## config.mk

```make
export PLATFORM = sky130hd
export DESIGN_NAME = testdrive_apb_register_bank
export DESIGN_NICKNAME = d
export VERILOG_FILES = /design/src/rtl/testdrive_apb_pkg.sv /design/src/rtl/testdrive_apb_reg_word.sv /design/src/rtl/testdrive_apb_register_bank.sv
export SDC_FILE = /design/constraint.sdc
export NUM_CORES = 1
export LEC_CHECK = 0
export CAP_MARGIN = 10
export CELL_PAD_IN_SITES_DETAIL_PLACEMENT = 1
export CELL_PAD_IN_SITES_GLOBAL_PLACEMENT = 2
export CORE_AREA = 2 2 445 447
export CTS_CLUSTER_SIZE = 20
export DETAILED_ROUTE_END_ITERATION = 16
export DIE_AREA = 0 0 447 449
export MAX_ROUTING_LAYER = met4
export PLACE_DENSITY_LB_ADDON = 0.1
export SETUP_SLACK_MARGIN = 0.05
export SYNTH_ARGS = -nofsm -noshare
export SYNTH_HDL_FRONTEND = slang
export SYNTH_SLANG_ARGS = --single-unit
```

## constraint.sdc

```tcl
create_clock -name CLK -period 14.8 [get_ports CLK]
set_input_delay 2.96 -clock CLK [delete_from_list [all_inputs] [get_ports CLK]]
set_output_delay 2.96 -clock CLK [all_outputs]
set_load 0.05 [all_outputs]
```

## src/rtl/testdrive_apb_pkg.sv

```systemverilog
// testdrive_apb_pkg: shared types, widths and the byte-strobe merge helper for the APB register bank.
package testdrive_apb_pkg;
  localparam int DWORD = 32;
  localparam int CNT_W = 4;
  typedef enum logic [1:0] {S_IDLE, S_WAIT, S_RESP} state_e;
  function automatic logic [DWORD-1:0] strb_merge(
    input logic [DWORD-1:0] old_v,
    input logic [DWORD-1:0] new_v,
    input logic [3:0]       strb
  );
    logic [DWORD-1:0] r;
    for (int b = 0; b < 4; b++) r[b*8+:8] = strb[b] ? new_v[b*8+:8] : old_v[b*8+:8];
    return r;
  endfunction
endpackage

```

## src/rtl/testdrive_apb_reg_word.sv

```systemverilog
// testdrive_apb_reg_word: one 32-bit register with byte-strobe write and synchronous active-low reset.
module testdrive_apb_reg_word
  import testdrive_apb_pkg::*;
(
  input  logic             clk_i,
  input  logic             rst_ni,
  input  logic             we_i,
  input  logic [3:0]       strb_i,
  input  logic [DWORD-1:0] wdata_i,
  output logic [DWORD-1:0] data_o
);
  always_ff @(posedge clk_i) begin
    if (!rst_ni) data_o <= '0;
    else if (we_i) data_o <= strb_merge(data_o, wdata_i, strb_i);
  end
endmodule

```

## src/rtl/testdrive_apb_register_bank.sv

```systemverilog
// testdrive_apb_register_bank: APB completer over a bank of 32-bit registers with wait states,
// read-only status slots and PSLVERR on bad index or read-only write.
module testdrive_apb_register_bank
  import testdrive_apb_pkg::*;
#(
  parameter int          C_ADDR_BITS   = 10,
  parameter int          C_REG_COUNT   = 16,
  parameter int          C_WAIT_CYCLES = 0,
  parameter logic [31:0] C_RO_MASK     = 32'h0
) (
  input  logic                         CLK,
  input  logic                         nRST,
  input  logic                         PSEL,
  input  logic                         PENABLE,
  input  logic                         PWRITE,
  input  logic [C_ADDR_BITS-1:0]       PADDR,
  input  logic [DWORD-1:0]             PWDATA,
  input  logic [3:0]                   PSTRB,
  output logic [DWORD-1:0]             PRDATA,
  output logic                         PREADY,
  output logic                         PSLVERR,
  output logic [C_REG_COUNT*DWORD-1:0] REG_DATA,
  input  logic [C_REG_COUNT*DWORD-1:0] RO_DATA,
  output logic [C_REG_COUNT-1:0]       WR_PULSE,
  output logic [C_REG_COUNT-1:0]       RD_PULSE
);
  localparam int IW = C_ADDR_BITS - 2;
  localparam logic [C_REG_COUNT-1:0] RO_M = C_REG_COUNT'(C_RO_MASK);
  state_e state_q, state_d;
  logic [CNT_W-1:0] cnt_q, cnt_d;
  logic wr_q, pready_q, pslverr_q;
  logic [IW-1:0] idx_q, c_idx;
  logic [DWORD-1:0] wdata_q, c_wdata, prdata_q, prdata_d, rd_sel;
  logic [3:0] strb_q, c_strb;
  logic setup, in_idle, commit, c_wr, ro, err;
  logic [C_REG_COUNT-1:0] sel, wp_q, wp_d, rp_q, rp_d;
  // A zero-wait transfer commits on its setup edge, so commit fields bypass the latches in S_IDLE.
  always_comb begin
    setup    = PSEL & ~PENABLE;
    in_idle  = state_q == S_IDLE;
    c_wr     = in_idle ? PWRITE : wr_q;
    c_idx    = in_idle ? PADDR[C_ADDR_BITS-1:2] : idx_q;
    c_wdata  = in_idle ? PWDATA : wdata_q;
    c_strb   = in_idle ? PSTRB : strb_q;
    commit   = in_idle ? setup && (C_WAIT_CYCLES == 0) : state_q == S_WAIT && PSEL && cnt_q == '0;
    sel      = C_REG_COUNT'(1) << c_idx;
    ro       = |(sel & RO_M);
    err      = ~|sel | (c_wr & ro);
    rd_sel   = '0;
    for (int i = 0; i < C_REG_COUNT; i++)
      rd_sel |= sel[i] ? (RO_M[i] ? RO_DATA[i*DWORD+:DWORD] : REG_DATA[i*DWORD+:DWORD]) : '0;
    wp_d     = commit && c_wr && !err ? sel : '0;
    rp_d     = commit && !c_wr && !err ? sel : '0;
    prdata_d = commit ? (err || c_wr ? '0 : rd_sel) : prdata_q;
    state_d  = state_q;
    cnt_d    = cnt_q;
    case (state_q)
      S_IDLE: if (setup) begin
        state_d = C_WAIT_CYCLES == 0 ? S_RESP : S_WAIT;
        cnt_d   = CNT_W'(C_WAIT_CYCLES - 1);
      end
      S_WAIT: begin
        state_d = !PSEL ? S_IDLE : cnt_q == '0 ? S_RESP : S_WAIT;
        cnt_d   = cnt_q - 1'b1;
      end
      default: state_d = S_IDLE;
    endcase
  end
  always_ff @(posedge CLK) begin
    if (!nRST) begin
      state_q   <= S_IDLE;
      cnt_q     <= '0;
      prdata_q  <= '0;
      pready_q  <= 1'b0;
      pslverr_q <= 1'b0;
      wp_q      <= '0;
      rp_q      <= '0;
    end else begin
      state_q   <= state_d;
      cnt_q     <= cnt_d;
      prdata_q  <= prdata_d;
      pready_q  <= commit;
      pslverr_q <= commit && err;
      wp_q      <= wp_d;
      rp_q      <= rp_d;
    end
  end
  always_ff @(posedge CLK) begin
    if (in_idle && setup) begin
      wr_q    <= PWRITE;
      idx_q   <= PADDR[C_ADDR_BITS-1:2];
      wdata_q <= PWDATA;
      strb_q  <= PSTRB;
    end
  end
  for (genvar i = 0; i < C_REG_COUNT; i++) begin : g_slot
    if (RO_M[i]) begin : g_ro
      assign REG_DATA[i*DWORD+:DWORD] = '0;
    end else begin : g_rw
      testdrive_apb_reg_word u_word (
        .clk_i  (CLK),
        .rst_ni (nRST),
        .we_i   (wp_d[i]),
        .strb_i (c_strb),
        .wdata_i(c_wdata),
        .data_o (REG_DATA[i*DWORD+:DWORD])
      );
    end
  end
  assign PRDATA   = prdata_q;
  assign PREADY   = pready_q;
  assign PSLVERR  = pslverr_q;
  assign WR_PULSE = wp_q;
  assign RD_PULSE = rp_q;
endmodule

```

==> results of run 1 <==
## routing by layer
metal	up-vias	wire [µm]
li1	10960	-
met1	12180	80040
met2	730	94190
met3	254	7685
met4	0	7212
met5	-	0
## through the flow
stage                     std cells  power, W  hold WS (ns)
after floorplan                2647  0.001839        0.4412
after global placement         5730  0.001949        0.4391
after detailed placement       5730  0.001949        0.4460
after CTS                      5899  0.004220        0.4530
after global routing           5901  0.004282        0.4942
final                          5910  0.004121        0.4476
## synth_stat cells (all sizes together) (3+ instances only)
library cell    n  area [µm²]
a211o           5       43.79
mux2i           7       82.58
a211oi         22       297.8
a222oi         56       560.5
and4            4       35.03
o21ai         528        2643
a31oi          15       100.1
dfxtp         584       11690
edfxtp         45        1351
nand4          11       68.82
inv             4       15.01
a22o           40       350.3
a32oi           4       35.03
nand2b          4       25.02
clkbuf        153       574.3
a221oi         19       166.4
nor2b           3       18.77
a21oi          19       95.09
o22ai           5       31.28
and2            9       56.30
a22oi         115       863.3
nor3            3       15.01
nand2         231       867.1
nor2           43       166.4
and3           19       118.9
nand3         572        2918
buf            93       475.5
## sequential cells by signal (all words and copies together), names as in the netlist
name,cells
PRDATA,32
PREADY,1
PSLVERR,1
RD_PULSE,16
WR_PULSE,16
cnt_q,4
g_slot.g_rw.u_word.data_o,512
idx_q,8
state_q,2
strb_q,4
wdata_q,32
wr_q,1
## final cells by class
| type | instances | area (µm²) | area share |
|---|---|---|---|
| antenna | 11 | 27.53 | 0.0007623 |
| clock buffer | 149 | 2791 | 0.07731 |
| clock inverter | 20 | 138.9 | 0.003846 |
| inverter | 4 | 15.01 | 0.0004158 |
| multi-input combinational | 1768 | 10050 | 0.2782 |
| sequential | 629 | 13040 | 0.3612 |
| tap | 2640 | 3303 | 0.09148 |
| timing repair buffer | 689 | 6744 | 0.1868 |
## worst max-delay path, delay by kind of cell
family                 cells  cell delay, ns
AO/OA/AOI/OAI              2            0.92
AND/OR/NAND/NOR            4            2.01
buffers and inverters      3            1.41
## kinds of logic (layout without fill, tap and decap cells)
family,count (synthesis),in the layout,share of synthesized area
AOI/OAI and AO/OA,849,849,0.2243
adders and majority gates,1,1,0.0005219
buffers and inverters,250,862,0.04442
DFF,629,629,0.5441
muxes,9,9,0.004384
other,0,11,0
and+or+nand+nor,909,909,0.1823
## worst paths after layout
kind | slack, ns | end | depth (start not counted)
hold / removal | 0.45 | PRDATA[2]$_SDFFE_PN0P_ | 2
setup / recovery | 7.98 | g_slot[12].g_rw.u_word.data_o[11]$_SDFFE_PN0P_ | 9
setup reg to reg | 9.17 | g_slot[12].g_rw.u_word.data_o[11]$_SDFFE_PN0P_ | 9
hold reg to reg | 0.45 | PRDATA[2]$_SDFFE_PN0P_ | 2
## power breakdown
part / leakage, nW / internal (W) / switching (W)
sequential: 5.12 / 0.00172 / 0.00000337
clock: 1.43 / 0.00128 / 0.000935
combinational: 4.68 / 0.0000299 / 0.000148
==> metrics.yaml, run 1 <==
outcome:
  status: "completed"
worst_setup_path:
  cp_slowest_stage_delay_ns: 0.80
  critical_path.reg2reg.startpoint: "state_q[0]$_SDFFE_PN0P_"
  worstPathRequired_ns: 15.36
  cp-end-kind: "flop"
  cp_max_fo: 26
  cp_cell_sequence: "clkdlybuf4s50_1 > nor4_1 > nand3_1 > buf_4 > a211oi_4 > buf_4 > nand3_1 > nand3_1 > o21ai_0"
  path_common_cell: "nand3_1"
  cp.arrival_ns: 7.37
  crit_path_start_kind: "primary input"
  slowest_stage: "a211oi_4"
  path_class: "primary input to flop"
  crit_start: "PADDR[7]"
clock_network:
  root_buffer: "clkbuf_16"
  hold_buffers: 0
  cts_setup_buffers: 0
  clk_pin_slew_ns: 0.05
  cts_max_path_buffers: 3
  cts_tree: "yes"
  htree_levels: 3
  clk_latency_ns: 0.75
  cts-buffers-inserted: 92
  cts_resized: 0
  cts.sinks: 629
yosys:
  synth_edf_count: 45
  seq_area_frac_synth: 0.5441
  synth-main-ff-cell: "dfxtp_1"
  synth.distinct_cells: 62
  yosys_warnings: 0
  avgSynthCellArea_um2: 9.056
  syn_inst: 2647
  synth-seq-cells: 629
  synthArstFlopShare: 0
  synth_nets: 3211
  syn_area_um2: 23970
sta:
  setup_tns_ns: 0
  finalCritPeriodShare: 0.4605
  final_max_slew_viol_count: 0
  max_freq_mhz: 146.7
  relSlewSlack: 0.2487
  skew_ns: 0.04673
  hold_viol: 0
  worstMarginPinSlew_ns: 1.123
  period_minus_slack_ns: 6.815
  fin_ws_ns: 7.985
  rsz0062_at_grt: "no"
  setup_viol: 0
drt:
  ant_nets: 0
  drt-initial-drc-count: 1547
  drt-vias-per-instance: 4.082
  dr.pass1.iters: 6
  drc: 0
  routed_wirelength_mm: 189.1
  dr_total_vias: 24130
  wl_per_cell_um: 32.00
grt:
  grt_pass1_vias: 24500
  grtUsageTotal: 0.1892
  grt_busiest_layer: "met2"
  grt_pass1_wl_mm: 246.7
  met3_usage: 0.02901
  grt_start_max_net_pins: 81
  grt_util_met1: 0.2238
  overflow: 0
  antenna_found_initial: 27
  use_met2: 0.3221
power:
  ir_drop_v: 0.00007894
  cellPowerDensity_nw_per_um2: 114.1
  p_leak_nw: 11.23
cells_and_area:
  final_cell_mix: "clkdlybuf4s50_1 (625), dfxtp_1 (584), nand3_1 (561), o21ai_0 (467), nand2_1 (230)"
  final_nets: 3748
  drive_above_1_share: 0.07702
  fillers: 22680
  design_area_um2: 36110
  syn_to_final_growth_pct: 50.63
  final_common_cell: "clkdlybuf4s50_1"
  utilization: 0.1840
die:
  start_util: 0.1222
  die_h_um: 449
  rows: 163
  coreArea_um2: 196200
  io_pins: 1141
  dieArea_um2: 200700
  dieWidth_um: 447
place:
  placedInstanceArea_um2: 33150
  io_buffers: 626
  dp_worst_setup_slack_ns: 6.983
  dp_hpwl_mm: 136.0
  gp_congestion: 0.7418
flow_run:
  drv_cap: 0
min_path:
  hp-class: "flop to flop"
  hp-start: "PRDATA[2]$_SDFFE_PN0P_"
Power figures use the tool's default switching activity.
==> run 2: changes to the inputs <==
--- a/config.mk
+++ b/config.mk
@@ -8,10 +8,10 @@
 export CAP_MARGIN = 10
 export CELL_PAD_IN_SITES_DETAIL_PLACEMENT = 1
 export CELL_PAD_IN_SITES_GLOBAL_PLACEMENT = 2
-export CORE_AREA = 2 2 445 447
+export CORE_AREA = 2 2 450 452
 export CTS_CLUSTER_SIZE = 20
 export DETAILED_ROUTE_END_ITERATION = 16
-export DIE_AREA = 0 0 447 449
+export DIE_AREA = 0 0 452 454
 export MAX_ROUTING_LAYER = met4
 export PLACE_DENSITY_LB_ADDON = 0.1
 export SETUP_SLACK_MARGIN = 0.05
==> constraint.sdc (replaced) <==
create_clock -name CLK -period 6.3 [get_ports CLK]
set_input_delay 1.26 -clock CLK [delete_from_list [all_inputs] [get_ports CLK]]
set_output_delay 1.26 -clock CLK [all_outputs]
set_load 0.05 [all_outputs]
==> metrics.yaml, run 2 (synthesis gave the netlist of run 1 again) <==
drt:
  ant_nets: 0
  drt-vias-per-instance: 4.051
  drc: 0
  dr_total_vias: 24170
  dr.pass1.iters: 5
  wl_met1_mm: 82.54
  routed_wirelength_mm: 189.6
  top_layer_used: "met4"
  wl_met2_mm: 96.22
  wl_per_cell_um: 31.77
  drt-initial-drc-count: 1488
  wl_met3_mm: 6.627
place:
  io_buffers: 626
  dp_hpwl_mm: 139.5
  dp_worst_setup_slack_ns: 1.140
  gp_congestion: 0.7370
  dp.cells: 5797
sta:
  period_minus_slack_ns: 4.469
  hold_viol: 0
  hold_ws_ns: 0.4452
  finalCritPeriodShare: 0.7094
  rsz0062_at_grt: "no"
  skew_ns: 0.03950
  relSlewSlack: 0.2130
  worstMarginPinSlew_ns: 1.180
  setup_tns_ns: 0
  setup_viol: 0
  final_max_slew_viol_count: 0
  max_freq_mhz: 223.8
  fin_ws_ns: 1.831
clock_network:
  htree_levels: 3
  cts_tree: "yes"
  cts-buffers-inserted: 90
  root_buffer: "clkbuf_16"
  clk_latency_ns: 0.74
  hold_buffers: 0
  cts_setup_buffers: 0
  cts_max_path_buffers: 3
  cts_resized: 0
  cts.sinks: 629
  clk_pin_slew_ns: 0.06
grt:
  antenna_found_initial: 24
  grt_start_max_net_pins: 146
  grt_pass1_vias: 24680
  overflow: 0
  grtUsageTotal: 0.1849
  grt_pass1_wl_mm: 247.8
die:
  dieArea_um2: 205200
  io_pins: 1141
  rows: 165
  start_util: 0.1193
  coreArea_um2: 200900
  dieWidth_um: 452
  die_h_um: 454
worst_setup_path:
  worstPathRequired_ns: 6.85
  crit_path_start_kind: "flop"
  cp_max_fo: 27
  cp-end-kind: "flop"
  cp.arrival_ns: 5.02
  path_class: "flop to flop"
cells_and_area:
  final_common_cell: "clkdlybuf4s50_1"
  fillers: 23200
  final_cell_mix: "clkdlybuf4s50_1 (625), dfxtp_1 (584), nand3_1 (561), o21ai_0 (467), nand2_1 (230)"
  drive_above_1_share: 0.08767
  final_nets: 3781
  largest_reg_flops: 512
  stdcell_count: 5966
  syn_to_final_growth_pct: 52.29
  regMostFlops: "g_slot.g_rw.u_word.data_o"
min_path:
  hp-class: "flop to flop"
power:
  cellPowerDensity_nw_per_um2: 265.5
  p_leak_nw: 11.45
  ir_drop_v: 0.0002099
outcome:
  status: "completed"
flow_run:
  drv_cap: 0
[run 2: changes by cell type in the layout (fill, tap and decap cells not counted), sizes merged]
cell	delta
buf	+35
bufinv	+1
clkbuf	-9
clkinvlp	-3
diode	-2
inv	+2
[run 2: final timing paths]
check                                        startpoint                                              to  slack (ns)  cells past startpoint
worst max-delay path            state_q[0]$_SDFFE_PN0P_  g_slot[10].g_rw.u_word.data_o[12]$_SDFFE_PN0P_        1.83                      9
worst min-delay path            PRDATA[21]$_SDFFE_PN0P_                         PRDATA[21]$_SDFFE_PN0P_        0.45                      2
worst max register to register  state_q[0]$_SDFFE_PN0P_  g_slot[10].g_rw.u_word.data_o[12]$_SDFFE_PN0P_        1.83                      9
worst min register to register  PRDATA[21]$_SDFFE_PN0P_                         PRDATA[21]$_SDFFE_PN0P_        0.45                      2
[run 2: routing by layer]
layer / vias up / track usage
li1: 11020 / -
met1: 12390 / 0.2230
met2: 603 / 0.3238
met3: 164 / 0.02654
met4: 0 / 0.04139
met5: - / -
[run 2: critical path, cell delays in order, from the launching register on]
cell and delay (ns):
dfxtp_1 0.48, nor2_4 0.80, buf_4 0.59, nand3_1 0.14
buf_4 0.27, a211oi_4 0.69, buf_4 0.31, nand3_1 0.57
nand3_1 0.28, o21ai_0 0.10
[run 2: cell type report]
class                           instances  area (µm²)  area share
Antenna cell                            9       22.52   0.0006169
Sequential cell                       629       13040      0.3573
Multi-Input combinational cell       1768       10050      0.2752
Clock inverter                         20       163.9    0.004490
Tap cell                             2672        3343     0.09158
Inverter                                4       15.01   0.0004113
Clock buffer                          140        2755     0.07547
Timing Repair Buffer                  724        7119      0.1950
[run 2: power breakdown]
part           switching [W]  total [W]  internal [W]
registers         0.00000771    0.00405       0.00404
clock network        0.00219    0.00522       0.00303
logic               0.000343   0.000420     0.0000768
[run 2: through the flow]
stage	total power (W)	util	area [µm²]
after global routing	0.01006	0.1817	36490
final	0.009691	0.1817	36510
after detailed placement	0.004579	0.1671	33570
after global placement	0.004582	0.1671	33570
after CTS	0.009923	0.1816	36490
after floorplan	0.004319	-	23970
==> run 3: changes to the inputs <==
==> constraint.sdc (replaced) <==
create_clock -name CLK -period 4.3 [get_ports CLK]
set_input_delay 0.86 -clock CLK [delete_from_list [all_inputs] [get_ports CLK]]
set_output_delay 0.86 -clock CLK [all_outputs]
set_load 0.05 [all_outputs]
==> metrics.yaml, run 3 (synthesis gave the netlist of run 1 again) <==
outcome:
  status: "completed"
worst_setup_path:
  path_common_cell: "buf_4"
  reg2regPathDepth: 9
  cp_slowest_stage_delay_ns: 0.73
  cp-end-kind: "flop"
  cp_max_fo: 20
  cp.arrival_ns: 4.14
  cp_cell_sequence: "nor2_4 > buf_4 > o21a_2 > a211oi_4 > buf_4 > a222oi_1 > and3_1 > nand3_1 > a22o_1"
  worstPathRequired_ns: 4.89
  slowest_stage: "a222oi_1"
  crit_path_start_kind: "flop"
  path_class: "flop to flop"
drt:
  dr_total_vias: 24480
  drc: 0
  routed_wirelength_mm: 189.2
  drt-initial-drc-count: 1432
  dr.pass1.iters: 7
  wl_per_cell_um: 31.01
  ant_nets: 0
  drt-vias-per-instance: 4.013
cells_and_area:
  final_common_cell: "clkdlybuf4s50_1"
  final_nets: 3916
  drive_above_1_share: 0.1233
  regMostFlops: "g_slot.g_rw.u_word.data_o"
  syn_to_final_growth_pct: 58.95
  largest_reg_flops: 512
  stdcell_count: 6099
  final_cell_mix: "clkdlybuf4s50_1 (625), dfxtp_1 (584), nand3_1 (561), o21ai_0 (467), nand2_1 (230)"
  utilization: 0.1897
sta:
  hold_ws_ns: 0.4693
  skew_ns: 0.04098
  setup_tns_ns: 0
  final_max_slew_viol_count: 0
  hold_viol: 0
  relSlewSlack: 0.2415
  worstMarginPinSlew_ns: 1.135
  setup_viol: 0
  max_freq_mhz: 282.0
  rsz0062_at_grt: "no"
  period_minus_slack_ns: 3.546
  finalCritPeriodShare: 0.8248
flow_run:
  drv_cap: 0
power:
  power_w: 0.01449
  cellPowerDensity_nw_per_um2: 380.2
  p_leak_nw: 12.28
  ir_drop_v: 0.0002984
die:
  die_h_um: 454
  rows: 165
  coreArea_um2: 200900
  start_util: 0.1193
  io_pins: 1141
  dieWidth_um: 452
  dieArea_um2: 205200
clock_network:
  clk_pin_slew_ns: 0.06
  root_buffer: "clkbuf_16"
  cts_setup_buffers: 0
  clk_latency_ns: 0.74
  hold_buffers: 0
  cts-buffers-inserted: 92
  cts_tree: "yes"
  cts_resized: 0
  cts.sinks: 629
  htree_levels: 3
  cts_max_path_buffers: 3
place:
  dp_hpwl_mm: 141.8
  dp.cells: 5930
  gp_congestion: 0.7475
  io_buffers: 626
grt:
  grt_start_max_net_pins: 161
  grt_pass1_vias: 25290
  antenna_found_initial: 28
  overflow: 0
  grtUsageTotal: 0.1853
  grt_pass1_wl_mm: 248.9
min_path:
  min_path_cells: 2
  hp-class: "flop to flop"
==> run 3: critical path: cells and delay by family, from the launching register on <==
kind            cells  cell delay, ns
flops               1            0.43
compound gates      4            1.43
buf+inv             2            0.65
simple gates        3            0.87
==> run 3: path summary, 6_finish.rpt <==
kind / from / to / slack [ns]
setup / recovery: state_q[1]$_SDFFE_PN0P_ / PRDATA[10]$_SDFFE_PN0P_ / 0.75
hold / removal: PRDATA[21]$_SDFFE_PN0P_ / PRDATA[21]$_SDFFE_PN0P_ / 0.47
setup reg to reg: state_q[1]$_SDFFE_PN0P_ / PRDATA[10]$_SDFFE_PN0P_ / 0.75
hold reg to reg: PRDATA[21]$_SDFFE_PN0P_ / PRDATA[21]$_SDFFE_PN0P_ / 0.47
==> run 3: where the power goes <==
group	switching (W)	leakage, nW	internal (W)
clock network	0.00317	1.50	0.00472
logic	0.000515	5.65	0.000149
registers	0.0000111	5.12	0.00592
==> run 3: layer usage <==
layer  GRT usage  vias up  part of all wire
li1            -    11280                 -
met1      0.2198    12400              0.43
met2      0.3291      605              0.51
met3     0.02940      187             0.038
met4     0.03700        0             0.019
met5           -        -                 0
==> run 3: metrics by stage <==
stage / setup WS (ns) / cell area (µm²)
floorplan: 0.9280 / 23980
global placement: 0.1940 / 35030
detailed placement: 0.1984 / 35030
CTS: 0.5854 / 38090
global route: 0.5781 / 38100
finish: 0.7535 / 38100
==> run 3: cell type report <==
type	count	area, µm²
fill	23050	162800
sequential	629	13040
multi-input combinational	1768	10050
timing repair buffer	857	8581
tap	2672	3343
clock buffer	146	2872
clock inverter	18	186.4
inverter	4	15.01
antenna	5	12.51
